--- src/rtl/line_scanout.sv ---
// line_scanout: streams 36-bit line-buffer words out as one 9-bit palette index per pix_ce.
// Defining SCANOUT_CLEAR_EN enables clearing each word on the buffer write port after it is consumed.
module line_scanout #(
    parameter int unsigned WORDS  = 160,
    parameter int unsigned ADDR_W = 8
) (
    input  logic              clk,
    input  logic              rst_n,
    input  logic              line_start,
    input  logic              pix_ce,
    input  logic [8:0]        bg_color,
    output logic              rd_en,
    output logic [ADDR_W-1:0] rd_addr,
    input  logic [35:0]       rd_data,
    input  logic [3:0]        rd_updated,
    output logic              clr_en,
    output logic [ADDR_W-1:0] clr_addr,
    output logic              pix_valid,
    output logic [8:0]        pix_index,
    output logic              busy,
    output logic              line_done
);
    localparam int unsigned DATA_W = 36;
    localparam int unsigned FLAG_W = 4;
    localparam int unsigned PIX_W  = 9;

    typedef enum logic [2:0] {
        IDLE,
        FETCH0,
        FETCH1,
        FETCH2,
        ACTIVE
    } state_t;

    typedef struct packed {
        logic [DATA_W-1:0] data;
        logic [FLAG_W-1:0] upd;
    } word_t;

    state_t            state, state_d;
    word_t             cur, cur_d;
    word_t             nxt, nxt_d;
    logic [ADDR_W-1:0] word, word_d;
    logic [1:0]        slot, slot_d;
    logic              rd_pend, rd_pend_d;

    logic              rd_en_d;
    logic [ADDR_W-1:0] rd_addr_d;
    logic              clr_en_d;
    logic [ADDR_W-1:0] clr_addr_d;
    logic              pix_valid_d;
    logic [PIX_W-1:0]  pix_index_d;
    logic              busy_d;
    logic              line_done_d;

    logic              word_last_c;
    logic              prefetch_ok_c;
    word_t             rd_word_c;

    // Select one slot of a word and substitute the background for empty/transparent pixels.
    function automatic logic [PIX_W-1:0] pick_pixel(input word_t w, input logic [1:0] s,
                                                    input logic [PIX_W-1:0] bg);
        logic       bank;
        logic [7:0] idx;
        logic       upd;
        bank = 1'b0;
        idx  = 8'h00;
        upd  = 1'b0;
        case (s)
            2'd0: begin bank = w.data[35]; idx = w.data[31:24]; upd = w.upd[3]; end
            2'd1: begin bank = w.data[34]; idx = w.data[23:16]; upd = w.upd[2]; end
            2'd2: begin bank = w.data[33]; idx = w.data[15:8];  upd = w.upd[1]; end
            default: begin bank = w.data[32]; idx = w.data[7:0]; upd = w.upd[0]; end
        endcase
        if (!upd || idx[3:0] == 4'h0) begin
            return bg;
        end
        return {bank, idx};
    endfunction

    assign rd_word_c     = '{data: rd_data, upd: rd_updated};
    assign word_last_c   = (32'(word) == WORDS - 32'd1);
    assign prefetch_ok_c = ((32'(word) + 32'd2) < WORDS);

    // State and registered outputs.
    always_ff @(posedge clk or negedge rst_n) begin
        if (!rst_n) begin
            state     <= IDLE;
            cur       <= '0;
            nxt       <= '0;
            word      <= '0;
            slot      <= '0;
            rd_pend   <= 1'b0;
            rd_en     <= 1'b0;
            rd_addr   <= '0;
            clr_en    <= 1'b0;
            clr_addr  <= '0;
            pix_valid <= 1'b0;
            pix_index <= '0;
            busy      <= 1'b0;
            line_done <= 1'b0;
        end else begin
            state     <= state_d;
            cur       <= cur_d;
            nxt       <= nxt_d;
            word      <= word_d;
            slot      <= slot_d;
            rd_pend   <= rd_pend_d;
            rd_en     <= rd_en_d;
            rd_addr   <= rd_addr_d;
            clr_en    <= clr_en_d;
            clr_addr  <= clr_addr_d;
            pix_valid <= pix_valid_d;
            pix_index <= pix_index_d;
            busy      <= busy_d;
            line_done <= line_done_d;
        end
    end

    // Next-state and output logic.
    always_comb begin
        state_d     = state;
        cur_d       = cur;
        nxt_d       = nxt;
        word_d      = word;
        slot_d      = slot;
        rd_pend_d   = rd_en;
        rd_en_d     = 1'b0;
        rd_addr_d   = rd_addr;
        clr_en_d    = 1'b0;
        clr_addr_d  = clr_addr;
        pix_valid_d = 1'b0;
        pix_index_d = pix_index;
        line_done_d = 1'b0;

        case (state)
            IDLE: begin
                if (line_start) begin
                    state_d   = FETCH0;
                    word_d    = '0;
                    slot_d    = '0;
                    rd_en_d   = 1'b1;
                    rd_addr_d = '0;
                end
            end
            FETCH0: begin
                state_d   = FETCH1;
                rd_en_d   = 1'b1;
                rd_addr_d = ADDR_W'(1);
            end
            FETCH1: begin
                state_d = FETCH2;
                cur_d   = rd_word_c;
            end
            FETCH2: begin
                state_d = ACTIVE;
                nxt_d   = rd_word_c;
            end
            ACTIVE: begin
                // A prefetch issued after a word boundary lands here one cycle later.
                if (rd_pend) begin
                    nxt_d = rd_word_c;
                end
                if (pix_ce) begin
                    pix_valid_d = 1'b1;
                    pix_index_d = pick_pixel(cur, slot, bg_color);
                    slot_d      = slot + 2'd1;
                    if (slot == 2'd3) begin
                        cur_d = nxt;
`ifdef SCANOUT_CLEAR_EN
                        clr_en_d   = 1'b1;
                        clr_addr_d = word;
`endif
                        if (prefetch_ok_c) begin
                            rd_en_d   = 1'b1;
                            rd_addr_d = ADDR_W'(32'(word) + 32'd2);
                        end
                        if (word_last_c) begin
                            state_d     = IDLE;
                            line_done_d = 1'b1;
                        end else begin
                            word_d = word + ADDR_W'(1);
                        end
                    end
                end
            end
            default: state_d = IDLE;
        endcase

`ifndef SCANOUT_CLEAR_EN
        clr_en_d   = 1'b0;
        clr_addr_d = '0;
`endif
        busy_d = (state_d != IDLE);
    end

endmodule

--- config.mk ---
export PLATFORM = sky130hd
export DESIGN_NAME = line_scanout
export DESIGN_NICKNAME = d
export VERILOG_FILES = /design/src/rtl/line_scanout.sv
export SDC_FILE = /design/constraint.sdc
export NUM_CORES = 1
export LEC_CHECK = 0
export BUFFER_PORTS_ARGS = -buffer_cell sky130_fd_sc_hd__buf_4
export CAP_MARGIN = 20
export CORE_MARGIN = 4
export CORE_UTILIZATION = 43
export DETAILED_ROUTE_END_ITERATION = 6
export PLACE_DENSITY = 0.66
export SLEW_MARGIN = 10
export SYNTH_ARGS = -nofsm -noshare
export SYNTH_HDL_FRONTEND = slang
export SYNTH_SLANG_ARGS = --single-unit
export TNS_END_PERCENT = 30
--- constraint.sdc ---
create_clock -name clk -period 3.7 [get_ports clk]
set_clock_uncertainty 0.2 [all_clocks]
set_input_delay 0.74 -clock clk [delete_from_list [all_inputs] [get_ports clk]]
set_output_delay 0.74 -clock clk [all_outputs]
set_load 0.05 [all_outputs]
Word-level counts from Yosys, hierarchy flattened --
Cells that the tools add are included. Widths: inputs -> output; s select.
Operators by class: add/sub/neg operators 3, $lt $le $gt $ge 1, eq/ne operators 14, mux-type cells 45, reduce and logical (&&, ||, !) cells 16
Operator list (number):
- $pmux 40 s2 | 2
- $mux 40 | 3
- $mux 8 | 9
- $pmux 8 s3 | 2
- $lt 32x8->1 const B | 1
- $mux 9 | 2
- $pmux 8 s2 | 1
- $mux 1 | 15
- $pmux 3 s5 | 1
- $mux 3 | 4
- $ne 2x2->1 const B | 6
- $reduce_and 5->1 | 2
- $add 8x2->9 const B | 1
- $pmux 1 s3 | 3
- $add 8x1->8 const B | 1
- $eq 8x8->1 const B | 1
- $eq 3x2->1 const B | 2
- $reduce_and 3->1 | 2
- $reduce_bool 2->1 | 3
- $reduce_bool 3->1 | 2
- $eq 2x2->1 const B | 2
- $logic_not 4->1 | 1
- $mux 2 | 2
- $pmux 2 s2 | 1
- 9 further kinds | 10
Word-level totals: register bits 115, bits of input ports 53, output and inout bits 30

Logic depth before layout (Yosys ltp) --
depth in word-level cells 10, mapped depth 8, gate-level depth less buffers 7

Least setup slack after synthesis --
Ideal clock, no wire load.
path type reg2reg, start register slot[0], end register pix_index[4], setup time 0.137 ns, arrival 2.144 ns, required time 3.363 ns, slack 1.219 ns, stages on the path, launching flop included 9, cells stage by stage dfrtp_1 -> inv_1 -> ha_1 -> buf_6 -> a222oi_1 -> mux2i_1 -> o41ai_4 -> mux2i_1 -> a21oi_1
On the way: word-level cells in the longest chain between the ends 10
Ends and longest elaborated chain:
- start, declared | line 44 | logic [1:0] slot, slot_d;
- start signal, assigned | line 107 | slot <= slot_d;
- $eq 2x2->1, or another cell as far along | line 69 | case (s)
- $pmux 8 s3 or $pmux 1 s3 (tied branches) | line 69
- $mux 8 or $mux 1 (tied branches) | line 164 | if (pix_ce) begin
- $mux 8 or $mux 1 (tied branches) | line 136 | case (state)
- $logic_not 4->1 or $logic_not 1->1 (tied branches) | line 75 | if (!upd || idx[3:0] == 4'h0) begin
- $logic_or 1x1->1 | line 75
- $mux 1 | line 75
- $mux 1 | line 164
- $mux 1 | line 136
- $mux 9 * | line 78 | return {bank, idx};
- end signal, assigned | line 114 | pix_index <= pix_index_d;
- end, declared | line 19 | output logic [8:0] pix_index,
Every way passes the cells marked *; elsewhere a longest branch is shown, timed or not. The select of a mux whose other input is x is not followed. A chain may end at the register's enable or synchronous reset.

Worst setup path after layout --
start register slot[0], end register pix_index[5]
The elaborated chain is that of the path after synthesis.

==> flow_results.org <==
** Outcome
- The run finished with clean final reports.

** Clock tree
- After clock tree synthesis, the clock-pin slew on the worst setup and hold paths is 0.06 ns.
- Hold buffers post-CTS :: 0
- At the later pin of the worst-skew pair, clock insertion delay measures 0.41 ns.
- CTS built an H-tree with a depth of 4.
- TritonCTS built the clock tree.
- The tree is rooted in a clkbuf_16.
- Count of cells resized by post-cts repair :: 0
- The clock drives 115 sinks.
- Buffers inserted during clock tree synthesis total 17.
- Maximum clock path buffer count :: 2
- Once the clock tree was built, the setup fixing pass inserted 0 buffers.

** Critical path
- Beginning of the worst register-to-register path :: slot[0]$_DFFE_PN0P_
- Register-to-Register Setup Slack :: 0.80 ns
- Origin of the worst setup path :: slot[0]$_DFFE_PN0P_
- Highest fanout seen on the critical path :: 10
- Critical path endpoint category :: flip-flop
- Critical path startpoint category :: flip-flop
- Worst Path Required :: 3.78 ns
- Destination of the critical timing path :: pix_index[5]$_DFFE_PN0P_
- In this run the critical register-to-register path is captured at pix_index[5]$_DFFE_PN0P_.
- Cell depth of the worst flop-to-flop path :: 7
- The critical path in this run is classified as reg2reg.
- Arrival @ worst endpoint :: 2.98 ns

** Synth
- The netlist uses 39 different library cells.
- In this run the cell area of the synthesized design comes to 0.00533 sq mm.
- In the synthesized netlist, the number of instances is 523.
- Total of warnings raised by yosys :: 0
- Mapped Avg Cell Area :: 10.2 sq um
- In this run, synthesis produced a sequential element count of 115.
- The share of the Yosys chip area taken by registers is 0.540.

** Layout
- The finished cells cover 0.00660 sq mm.
- From synthesis to final layout, the design area changed by 23.7%.
- For this run, the number of standard cells in the final layout without fillers is 767.
- The number of antenna diodes in the final layout is 0.
- In the final layout, the share of cells above drive strength 1 is 0.277.
- The layout has 1,071 filler cells.
- Final nets :: 645

** Place
- Total of buffers placed on input and output ports :: 73
- Hpwl dp :: 8550 um
- The congestion estimate from routability-driven global placement came to 0.874.
- Pre-CTS setup slack :: 0.806 ns
- DP Area :: 0.00601 sq mm
- Cell total after placement :: 735

** Power
- Pwr Density :: 907 mW/mm^2
- Overall power of the completed layout :: 5.99 mW
- Leakage component of the power :: 2.98 nW
- Maximum ir drop on the vdd rail :: 0.319 mV

** STA
- Setup repair after global routing left no endpoint under its margin.
- The final-report hold violation count is 0.
- Across all setup checks in the final design, the least slack found is 0.796 ns.
- Fin Setup TNS :: 0 ns
- Max-Slew Margin vs Limit :: 0.453
- Setup violators final :: 0
- For the pin with the worst max-slew slack, the measured transition is 0.820 ns.
- Dividing the final minimum period by the clock period gives 0.785.
- For the finished layout, the period the worst path requires is 2.90 ns.
- Max Transition Viols Final :: 0
- Static timing analysis puts the maximum clock frequency at 344 MHz.

** Floorplan
- The die covers 0.0142 sq mm.
- For this configuration, the core starts out at a cell density of 0.442.
- Die W :: 119 um
- Pin placement for this block handled 83 I/O pins.
- Placeable Area :: 0.0121 sq mm
- Die Ht :: 119 um
- After floorplanning, the core was divided into 40 placement rows.

** Global routing
- Remaining global-route overflow :: 0
- The number of global-route vias before repair came to 4,061.
- For this run, the total global-route usage over all layers was measured as 0.184.
- First-pass GRT wire length :: 20,600 um
- Entering global routing, the biggest net connects 81 pins.
- The number of antenna violations at the first check in global routing is 0.

** Job
- Number of max-cap violations :: 0

** Detailed routing
- For this run, design rule violations remaining after detail routing come to 0.
- Wirelength per Cell :: 16.5 um
- Once detail routing completed, the nets flagged for antenna violations numbered 0.
- First drt pass iteration count :: 5
- Overall routed net length :: 12,600 um
- The routed layout has 4,047 vias.
- First DRT Iteration DRCs :: 299
- Per-cell via count in the routed design :: 5.28

** Worst hold path
- The min-delay analysis places its worst path in the category in2async.
-- metrics by stage --
| step | hold slack (ns) | util |
|---|---|---|
| floorplan | 0.244 | - |
| global placement | 0.232 | 0.498 |
| detailed placement | 0.243 | 0.498 |
| CTS | 0.257 | 0.547 |
| global route | 0.254 | 0.547 |
| finish | 0.231 | 0.547 |
-- Yosys cell counts, drive strengths merged --
cell type	number	area share
nor4b	1	0.0016
and2	2	0.0023
a21boi	1	0.0014
nor3	4	0.0038
nor3b	1	0.0014
nor2	66	0.046
nor2b	1	0.0012
a222oi	10	0.019
o21ai	8	0.0075
clkbuf	29	0.020
inv	9	0.0063
nand4b	1	0.0016
dfrtp	115	0.54
a31oi	42	0.050
a21o	3	0.0042
xnor2	3	0.0049
nand4	9	0.011
xor2	7	0.011
mux2	47	0.099
nand2	96	0.068
ha	6	0.014
nand3b	1	0.0014
a22oi	4	0.0056
and3	1	0.0012
o31ai	1	0.0014
nand3	4	0.0038
buf	15	0.020
o41ai	1	0.0052
conb	1	0.00070
a21oi	16	0.015
or2	1	0.0012
nor4bb	1	0.0019
mux2i	12	0.023
nand2b	2	0.0023
or3	2	0.0023
-- worst max-delay path, stage by stage (launching register included) --
cell and delay (ns):
dfrtp_1 0.37, inv_1 0.09, ha_1 0.33, a222oi_1 0.47, mux2i_1 0.21, o41ai_4 0.72
mux2i_1 0.28, a21oi_1 0.10
-- cells by family after synthesis --
group / count (synthesis) / synth area share
DFF: 115 / 0.540
and+or+nand+nor: 193 / 0.151
AOI/OAI and AO/OA: 86 / 0.110
muxes: 59 / 0.122
buffers and inverters: 53 / 0.0472
adders and majority gates: 6 / 0.0141
xor gates and xnor gates: 10 / 0.0164
other: 1 / 0.000703
-- layer usage --
metal | up-vias | GRT usage | share of wire
li1 | 1930 | - | -
met1 | 1960 | 0.246 | 0.46
met2 | 133 | 0.284 | 0.46
met3 | 24 | 0.0456 | 0.052
met4 | 0 | 0.0845 | 0.025
met5 | - | 0 | 0
-- worst min-delay path by stage --
stage | slack [ns] | startpoint | cells after the start | endpoint
2_1_floorplan | 0.24 | rst_n | 0 | busy$_DFF_PN0_
3_3_place_gp | 0.23 | rd_en$_DFF_PN0_ | 0 | rd_pend$_DFF_PN0_
3_5_place_dp | 0.24 | rd_en$_DFF_PN0_ | 0 | rd_pend$_DFF_PN0_
4_1_cts | 0.26 | rst_n | 1 | nxt[35]$_DFFE_PN0P_
5_1_grt | 0.25 | rd_en$_DFF_PN0_ | 0 | rd_pend$_DFF_PN0_
6_report | 0.23 | rst_n | 1 | nxt[35]$_DFFE_PN0P_
-- power breakdown --
group / internal (mW) / switching [mW] / leakage, nW
Combinational: 0.920 / 1.29 / 1.34
Sequential: 1.81 / 0.375 / 1.35
Clock: 1.02 / 0.574 / 0.285
Total: 3.75 / 2.24 / 2.98
-- sequential cells by signal (all words and copies together), names as in the netlist --
signal,flops
busy,1
cur,40
line_done,1
nxt,40
pix_index,9
pix_valid,1
rd_addr,8
rd_en,1
rd_pend,1
slot,2
state,3
word,8
-- cells in the final DEF, fill, tap and decap left out, types with 6 or more instances in the layout --
cell type    n
o21ai_0      8
xor2_1       7
ha_1         6
inv_1        9
mux2_2      47
conb_1       9
nand4_1      9
a31oi_1     41
a222oi_1    10
clkbuf_16   17
mux2i_1     12
dfrtp_1    115
nor2_1      66
nand2_1     96
a21oi_1     14
buf_4       79
-- layout make-up --
| class | count | area [sq um] | share of cell area |
|---|---|---|---|
| clock buffer | 19 | 453 | 0.0687 |
| clock inverter | 13 | 134 | 0.0203 |
| inverter | 9 | 33.8 | 0.00512 |
| multi-input combinational | 363 | 2280 | 0.345 |
| sequential | 115 | 2880 | 0.436 |
| tap | 168 | 210 | 0.0319 |
| timing repair buffer | 80 | 613 | 0.0929 |
No activity file was read; power rests on OpenSTA's default activity.
